$ cat src/rtl/uart_msg_pkg.sv
// Shared encodings for the UART frame receiver: FSM states, error codes, header byte offsets.
// Frame layout is [len, 0x00, 0x00, type, payload...]; optional trailing checksum under UART_MSG_CHECKSUM_EN.
package uart_msg_pkg;

    typedef enum logic [2:0] {
        ST_IDLE    = 3'd0,
        ST_HDR     = 3'd1,
        ST_PAYLOAD = 3'd2,
        ST_DONE    = 3'd3,
        ST_DRAIN   = 3'd4
    } state_t;

    localparam logic [2:0] ERR_LEN     = 3'd1;
    localparam logic [2:0] ERR_RSVD    = 3'd2;
    localparam logic [2:0] ERR_TIMEOUT = 3'd3;
    localparam logic [2:0] ERR_OVERRUN = 3'd4;
    localparam logic [2:0] ERR_CSUM    = 3'd5;
    localparam logic [2:0] ERR_FRAMING = 3'd6;

    localparam logic [7:0] OFF_LEN     = 8'd0;
    localparam logic [7:0] OFF_RSVD_LO = 8'd1;
    localparam logic [7:0] OFF_RSVD_HI = 8'd2;
    localparam logic [7:0] OFF_TYPE    = 8'd3;
    localparam logic [7:0] OFF_PAYLOAD = 8'd4;

endpackage

$ cat src/rtl/uart_msg_rx_timer.sv
// Idle timer: counts enabled cycles since the last clear, flags expiry at TIMEOUT_CYCLES-1.
// Expired is combinational from the count; the count holds at the limit until cleared.
module uart_idle_timer #(
    parameter int TIMEOUT_CYCLES = 20000
) (
    input  logic sys_clk,
    input  logic reset,
    input  logic clear,
    input  logic enable,
    output logic expired
);

    localparam int W = $clog2(TIMEOUT_CYCLES + 1);
    localparam logic [W-1:0] LAST = W'(TIMEOUT_CYCLES - 1);

    logic [W-1:0] cnt_q, cnt_d;

    assign expired = enable && (cnt_q == LAST);

    always_comb begin
        cnt_d = cnt_q;
        if (clear) begin
            cnt_d = '0;
        end else if (enable && !expired) begin
            cnt_d = cnt_q + W'(1);
        end
    end

    always_ff @(posedge sys_clk or posedge reset) begin
        if (reset) begin
            cnt_q <= '0;
        end else begin
            cnt_q <= cnt_d;
        end
    end

endmodule

$ cat src/rtl/uart_msg_rx.sv
// Assembles length-prefixed UART frames into one message on valid/ready; msg_valid and err_pulse follow the cause by 1 cycle.
// While a message waits for msg_ready, further bytes are dropped with OVERRUN. UART_MSG_CHECKSUM_EN adds a zero-sum trailer byte.
module uart_msg_rx
    import uart_msg_pkg::*;
#(
    parameter int MSG_BUF_LEN    = 60,
    parameter int MIN_LEN        = 8,
    parameter int TIMEOUT_CYCLES = 20000
) (
    input  logic                     sys_clk,
    input  logic                     reset,
    input  logic                     rx_valid,
    input  logic [7:0]               rx_byte,
    input  logic                     rx_error,
    output logic                     msg_valid,
    input  logic                     msg_ready,
    output logic [7:0]               msg_len,
    output logic [7:0]               msg_type,
    output logic [MSG_BUF_LEN*8-1:0] msg_payload,
    output logic                     err_pulse,
    output logic [2:0]               err_code,
    output logic                     busy
);

    localparam logic [7:0] MIN_LEN_B = 8'(MIN_LEN);
    localparam logic [7:0] MAX_LEN_B = 8'(MSG_BUF_LEN);

    state_t                   state_q, state_d;
    logic [7:0]               idx_q, idx_d;
    logic [7:0]               len_q, len_d;
    logic [7:0]               type_q, type_d;
    logic [MSG_BUF_LEN*8-1:0] payload_q, payload_d;
    logic                     msg_valid_q, msg_valid_d;
    logic                     err_pulse_q, err_pulse_d;
    logic [2:0]               err_code_q, err_code_d;
`ifdef UART_MSG_CHECKSUM_EN
    logic [7:0]               sum_q, sum_d;
`endif

    logic take_len, last_byte, timer_en, expired;

    assign timer_en = (state_q == ST_HDR) || (state_q == ST_PAYLOAD) || (state_q == ST_DRAIN);

    uart_idle_timer #(.TIMEOUT_CYCLES(TIMEOUT_CYCLES)) u_timer (
        .sys_clk (sys_clk),
        .reset   (reset),
        .clear   (rx_valid || !timer_en),
        .enable  (timer_en),
        .expired (expired)
    );

    always_comb begin
        state_d     = state_q;
        idx_d       = idx_q;
        len_d       = len_q;
        type_d      = type_q;
        payload_d   = payload_q;
        msg_valid_d = msg_valid_q;
        err_pulse_d = 1'b0;
        err_code_d  = err_code_q;
        take_len    = 1'b0;
        last_byte   = (idx_q == len_q - 8'd1);
`ifdef UART_MSG_CHECKSUM_EN
        sum_d       = sum_q;
`endif
        case (state_q)
            ST_IDLE: begin
                if (rx_error) begin
                    err_pulse_d = 1'b1;
                    err_code_d  = ERR_FRAMING;
                end else begin
                    take_len = rx_valid;
                end
            end
            ST_HDR: begin
                if (rx_error) begin
                    err_pulse_d = 1'b1;
                    err_code_d  = ERR_FRAMING;
                    state_d     = ST_DRAIN;
                end else if (rx_valid) begin
                    idx_d = idx_q + 8'd1;
`ifdef UART_MSG_CHECKSUM_EN
                    sum_d = sum_q + rx_byte;
`endif
                    if (idx_q == OFF_TYPE) begin
                        type_d  = rx_byte;
                        state_d = ST_PAYLOAD;
                    end else if (idx_q <= OFF_RSVD_HI && rx_byte != 8'h00) begin
                        err_pulse_d = 1'b1;
                        err_code_d  = ERR_RSVD;
                        state_d     = ST_DRAIN;
                    end
                end else if (expired) begin
                    err_pulse_d = 1'b1;
                    err_code_d  = ERR_TIMEOUT;
                    state_d     = ST_IDLE;
                end
            end
            ST_PAYLOAD: begin
                if (rx_error) begin
                    err_pulse_d = 1'b1;
                    err_code_d  = ERR_FRAMING;
                    state_d     = ST_DRAIN;
                end else if (rx_valid) begin
                    idx_d = idx_q + 8'd1;
`ifdef UART_MSG_CHECKSUM_EN
                    // The trailer byte only closes the running sum; it never lands in the payload.
                    sum_d = sum_q + rx_byte;
                    if (!last_byte) begin
                        payload_d[8*int'(idx_q - OFF_PAYLOAD) +: 8] = rx_byte;
                    end else if (sum_d == 8'h00) begin
                        msg_valid_d = 1'b1;
                        state_d     = ST_DONE;
                    end else begin
                        err_pulse_d = 1'b1;
                        err_code_d  = ERR_CSUM;
                        payload_d   = '0;
                        state_d     = ST_IDLE;
                    end
`else
                    payload_d[8*int'(idx_q - OFF_PAYLOAD) +: 8] = rx_byte;
                    if (last_byte) begin
                        msg_valid_d = 1'b1;
                        state_d     = ST_DONE;
                    end
`endif
                end else if (expired) begin
                    err_pulse_d = 1'b1;
                    err_code_d  = ERR_TIMEOUT;
                    payload_d   = '0;
                    state_d     = ST_IDLE;
                end
            end
            ST_DONE: begin
                // A byte in the handshake cycle already belongs to the next frame.
                if (msg_ready) begin
                    msg_valid_d = 1'b0;
                    state_d     = ST_IDLE;
                    take_len    = rx_valid;
                end else if (rx_valid) begin
                    err_pulse_d = 1'b1;
                    err_code_d  = ERR_OVERRUN;
                end
            end
            ST_DRAIN: begin
                if (expired) begin
                    state_d = ST_IDLE;
                end
            end
            default: state_d = ST_IDLE;
        endcase

        if (take_len && rx_byte != 8'h00) begin
            if (rx_byte < MIN_LEN_B || rx_byte > MAX_LEN_B) begin
                err_pulse_d = 1'b1;
                err_code_d  = ERR_LEN;
                state_d     = ST_DRAIN;
            end else begin
                len_d     = rx_byte;
                payload_d = '0;
                idx_d     = OFF_RSVD_LO;
                state_d   = ST_HDR;
`ifdef UART_MSG_CHECKSUM_EN
                sum_d     = rx_byte;
`endif
            end
        end
    end

    always_ff @(posedge sys_clk or posedge reset) begin
        if (reset) begin
            state_q     <= ST_IDLE;
            idx_q       <= OFF_LEN;
            len_q       <= '0;
            type_q      <= '0;
            payload_q   <= '0;
            msg_valid_q <= 1'b0;
            err_pulse_q <= 1'b0;
            err_code_q  <= '0;
`ifdef UART_MSG_CHECKSUM_EN
            sum_q       <= '0;
`endif
        end else begin
            state_q     <= state_d;
            idx_q       <= idx_d;
            len_q       <= len_d;
            type_q      <= type_d;
            payload_q   <= payload_d;
            msg_valid_q <= msg_valid_d;
            err_pulse_q <= err_pulse_d;
            err_code_q  <= err_code_d;
`ifdef UART_MSG_CHECKSUM_EN
            sum_q       <= sum_d;
`endif
        end
    end

    assign msg_valid   = msg_valid_q;
    assign msg_len     = len_q;
    assign msg_type    = type_q;
    assign msg_payload = payload_q;
    assign err_pulse   = err_pulse_q;
    assign err_code    = err_code_q;
    assign busy        = (state_q != ST_IDLE);

endmodule

$ cat config.mk
export PLATFORM = sky130hd
export DESIGN_NAME = uart_msg_rx
export DESIGN_NICKNAME = d
export VERILOG_FILES = /design/src/rtl/uart_msg_pkg.sv /design/src/rtl/uart_msg_rx_timer.sv /design/src/rtl/uart_msg_rx.sv
export SDC_FILE = /design/constraint.sdc
export NUM_CORES = 2
export LEC_CHECK = 0
export BUFFER_PORTS_ARGS = -buffer_cell sky130_fd_sc_hd__clkbuf_2
export CAP_MARGIN = 20
export CORE_MARGIN = 3
export CORE_UTILIZATION = 54
export DETAILED_ROUTE_END_ITERATION = 8
export PLACE_DENSITY = 0.82
export SYNTH_ARGS = -nofsm -noshare
export SYNTH_HDL_FRONTEND = slang
export SYNTH_SLANG_ARGS = --single-unit
$ cat constraint.sdc
create_clock -name sys_clk -period 22.2 [get_ports sys_clk]
set_clock_uncertainty 0.2 [all_clocks]
set_input_delay 2.22 -clock sys_clk [delete_from_list [all_inputs] [get_ports sys_clk]]
set_output_delay 2.22 -clock sys_clk [all_outputs]
set_load 0.05 [all_outputs]
==> flow_summary_export.csv <==
group,metric,value,unit
drt,avgRoutedWirePerCell,27.1,um
critical_path,start_kind,"flip-flop",
place,io_buffers,514,
finish,ff_latch_area,0.0132,mm2
finish,fin_cells,2990,
place,place_ws,16.38,ns
yosys,synthAdderAreaFrac,0.856,%
yosys,synthFlopType,"dfrtp_1",
finish,drive_gt1_share,28.5,%
drt,postRouteAntennaNets,0,
place,dp_hpwl,56.9,mm
drt,drcViolationCount,0,
critical_path,critPathMaxFanout,28,
place,place_congestion,1.04,
global_routing,grt_start_max_net_pins,182,
finish,num-nets-final,2450,
finish,multiInputGateArea,0.00818,mm2
drt,detail_route.vias_per_cell,6.50,
finish,fin_util,67.1,%
timing,fin_ws,16.22,ns
critical_path,cp.required,22.49,ns
timing,finalCritPeriodShare,27.0,%
critical_path,startpoint,"idx_q[2]",
clocking,cts_made_buffers,52,
timing,hold_slack,0.280,ns
pwr,leakagePower,13.0,nW
yosys,synth_compound_area_share,20.5,%
floorplanning,die_width,207,um
critical_path,reg2reg_from,"idx_q[2]",
critical_path,crit_path_end_kind,"flip-flop",
floorplanning,initial_core_util,54.9,%
yosys,yosys_warnings,0,
yosys,synth-seq-area-share,60.2,%
clocking,clkTransAtPathRegs,0.06,ns
hold_path,min-delay-path-class,"reg -> reg",
yosys,synth_cells,1940,
yosys,synth_xor_area_share,1.52,%
yosys,synthTopCellsByArea,"dfrtp_1, a22o_1, nand2_1",
floorplanning,die_y,207,um
drt,via_count,19449,
timing,tns,0,ns
pwr,peakVddDrop,62.7,uV
critical_path,arrival,6.28,ns
global_routing,track_usage,36.5,%
global_routing,overflow,0,
clocking,clkLatencyLatePin,0.61,ns
yosys,async_flop_share,100,%
floorplanning,std_cell_rows,73,
yosys,synth_top_family_by_area,"compound AO/OA/AOI/OAI gates",
drt,drt_iter0_markers,2395,
critical_path,r2r_setup_slack,16.22,ns
clocking,htree_levels,2,
floorplanning,pin_count,515,
global_routing,grt_pass1_wl,122,mm
place,dp.cells,2888,
outcome,outcome,"completed",
clocking,clockBufferDepth,3,
finish,fillers,2971,
timing,rsz0062_at_grt,"no",
global_routing,grt_pass1_vias,19248,
clocking,ctsResizeCount,0,
yosys,syn_area,0.0219,mm2
clocking,post_cts_buffers,0,
floorplanning,dieArea,0.0431,mm2
yosys,synth_area_per_cell,11.3,um2
clocking,cts_hold_buf,0,
timing,worstMarginPinSlew,1.21,ns
clocking,clock-root-buffer,"clkbuf_16",
finish,antennaDiodeCount,0,
yosys,synth_edf_count,0,
critical_path,crit_end,"msg_payload[96]",
yosys,syn_nets,1968,
clocking,clock_sinks,527,
yosys,synth.distinct_cells,81,
pwr,p_per_area,103,mW/mm2
yosys,yosysTopAreaCellShare,60.2,%
timing,fin_crit,5.98,ns
run,cap_violations,0,
drt,routed_wl,81.0,mm
yosys,ys_ff_latch,527,
timing,hold_violations,0,
global_routing,antenna_found_initial,0,
finish,area_growth,22.1,%
critical_path,reg2reg_to,"msg_payload[96]",
yosys,synth_simple_gate_area_share,13.5,%
timing,max_freq,167,MHz
timing,final-setup-viol-count,0,
critical_path,r2r_cells,13,
clocking,cts_tree,"yes",
timing,drv_slew,0,
drt,dr.pass1.iters,8,
yosys,muxShareOfSynthArea,0.696,%
yosys,synth_area_leader_cell,"dfrtp_1",
floorplanning,core,0.0399,mm2
timing,relSlewSlack,18.7,%
critical_path,worst-setup-path-type,"reg -> reg",
==> power by group <==
group / total (mW) / switching (mW) / leakage, nW / internal (mW)
Sequential: 1.02 / 0.0383 / 7.33 / 0.980
Combinational: 0.795 / 0.630 / 4.81 / 0.165
Clock: 0.941 / 0.391 / 0.900 / 0.550
Total: 2.75 / 1.06 / 13.0 / 1.70
==> per-stage QoR <==
stage	total power, mW	instance area [um2]
2_1_floorplan	1.54	21900
3_3_place_gp	1.79	24900
3_5_place_dp	1.80	24900
4_1_cts	2.73	26700
5_1_grt	2.84	26800
6_report	2.75	26800
==> worst max-delay path: stages (launching register included) <==
cell and delay [ns]:
dfrtp_1 0.59, inv_1 0.16, ha_1 0.38, xnor2_1 0.33
nand3_1 0.25, nor3_4 0.42, nand2_1 0.11, ha_1 0.33
or4b_1 0.53, a211oi_2 0.46, o41ai_4 0.26, nor2_1 0.69
nand3_2 0.72, o22ai_1 0.42
==> final cells by class <==
type | instances | area share [%]
sequential | 527 | 49.2
multi-input combinational | 1281 | 30.5
timing repair buffer | 544 | 10.7
clock buffer | 67 | 5.45
tap | 525 | 2.45
clock inverter | 30 | 1.40
inverter | 16 | 0.252
==> cell usage in the layout, fill, tap and decap left out, drive strengths merged, types with 5 or more instances in the layout <==
| cell | instances |
|---|---|
| clkbuf | 582 |
| dfrtp | 527 |
| nand2 | 244 |
| a22o | 194 |
| o21ai | 158 |
| nor2 | 123 |
| nand3 | 112 |
| o2bb2ai | 76 |
| o22ai | 45 |
| nor3 | 35 |
| a21oi | 34 |
| buf | 29 |
| nand4 | 22 |
| inv | 19 |
| xor2 | 18 |
| xnor2 | 18 |
| ha | 15 |
| clkinv | 15 |
| and2 | 13 |
| a31oi | 13 |
| and3 | 12 |
| nor2b | 11 |
| nor4 | 11 |
| mux2 | 10 |
| or3 | 10 |
| o31ai | 10 |
| o31a | 9 |
| nand2b | 8 |
| a32o | 8 |
| a2bb2o | 7 |
| bufinv | 7 |
| a41oi | 6 |
| o211ai | 5 |
| clkinvlp | 5 |
| a211oi | 5 |
==> layer usage <==
layer / track usage (%) / vias up / wire length (um)
li1: - / 8097 / -
met1: 46.1 / 9734 / 29700
met5: 0 / - / 0
met3: 11.6 / 247 / 9130
met4: 16.9 / 0 / 4230
met2: 58.0 / 1371 / 37800
==> flip-flops by register name, summed over array words and instances, names as in the netlist <==
| register | count |
|---|---|
| msg_payload | 480 |
| u_timer.cnt_q | 15 |
| idx_q | 8 |
| msg_len | 8 |
| msg_type | 8 |
| err_code | 3 |
| state_q | 3 |
| err_pulse | 1 |
| msg_valid | 1 |
==> cell families (layout without fill, tap and decap cells) <==
kind of cell             count (synthesis)  after routing
AO/OA/AOI/OAI                          594            594
XOR/XNOR                                36             36
adder cells (fa/ha/maj)                 15             15
buffers and inverters                  132            657
flip-flops                             527            527
multiplexers                            14             14
AND/OR/NAND/NOR                        622            622
==> worst min-delay path by stage <==
stage	startpoint	end	slack [ns]	cells after the start
finish	msg_payload[143]	msg_payload[143]	0.28	2
detailed placement	msg_payload[392]	msg_payload[392]	0.27	2
global route	msg_payload[192]	msg_payload[192]	0.30	2
floorplan	u_timer.cnt_q[11]	u_timer.cnt_q[11]	0.30	2
global placement	msg_payload[139]	msg_payload[139]	0.26	2
CTS	msg_payload[159]	msg_payload[159]	0.28	2
==> cells in the mapped netlist (all sizes together), types with 10 or more instances <==
cell / n
a21oi: 34
a22o: 194
a31oi: 13
and2: 13
and3: 12
buf: 61
clkbuf: 55
dfrtp: 527
ha: 15
inv: 16
mux2: 10
nand2: 244
nand3: 112
nand4: 22
nor2: 123
nor2b: 11
nor3: 35
nor4: 11
o21ai: 158
o22ai: 45
o2bb2ai: 76
o31ai: 10
or3: 10
xnor2: 18
xor2: 18
(Power assumes the default switching activity.)
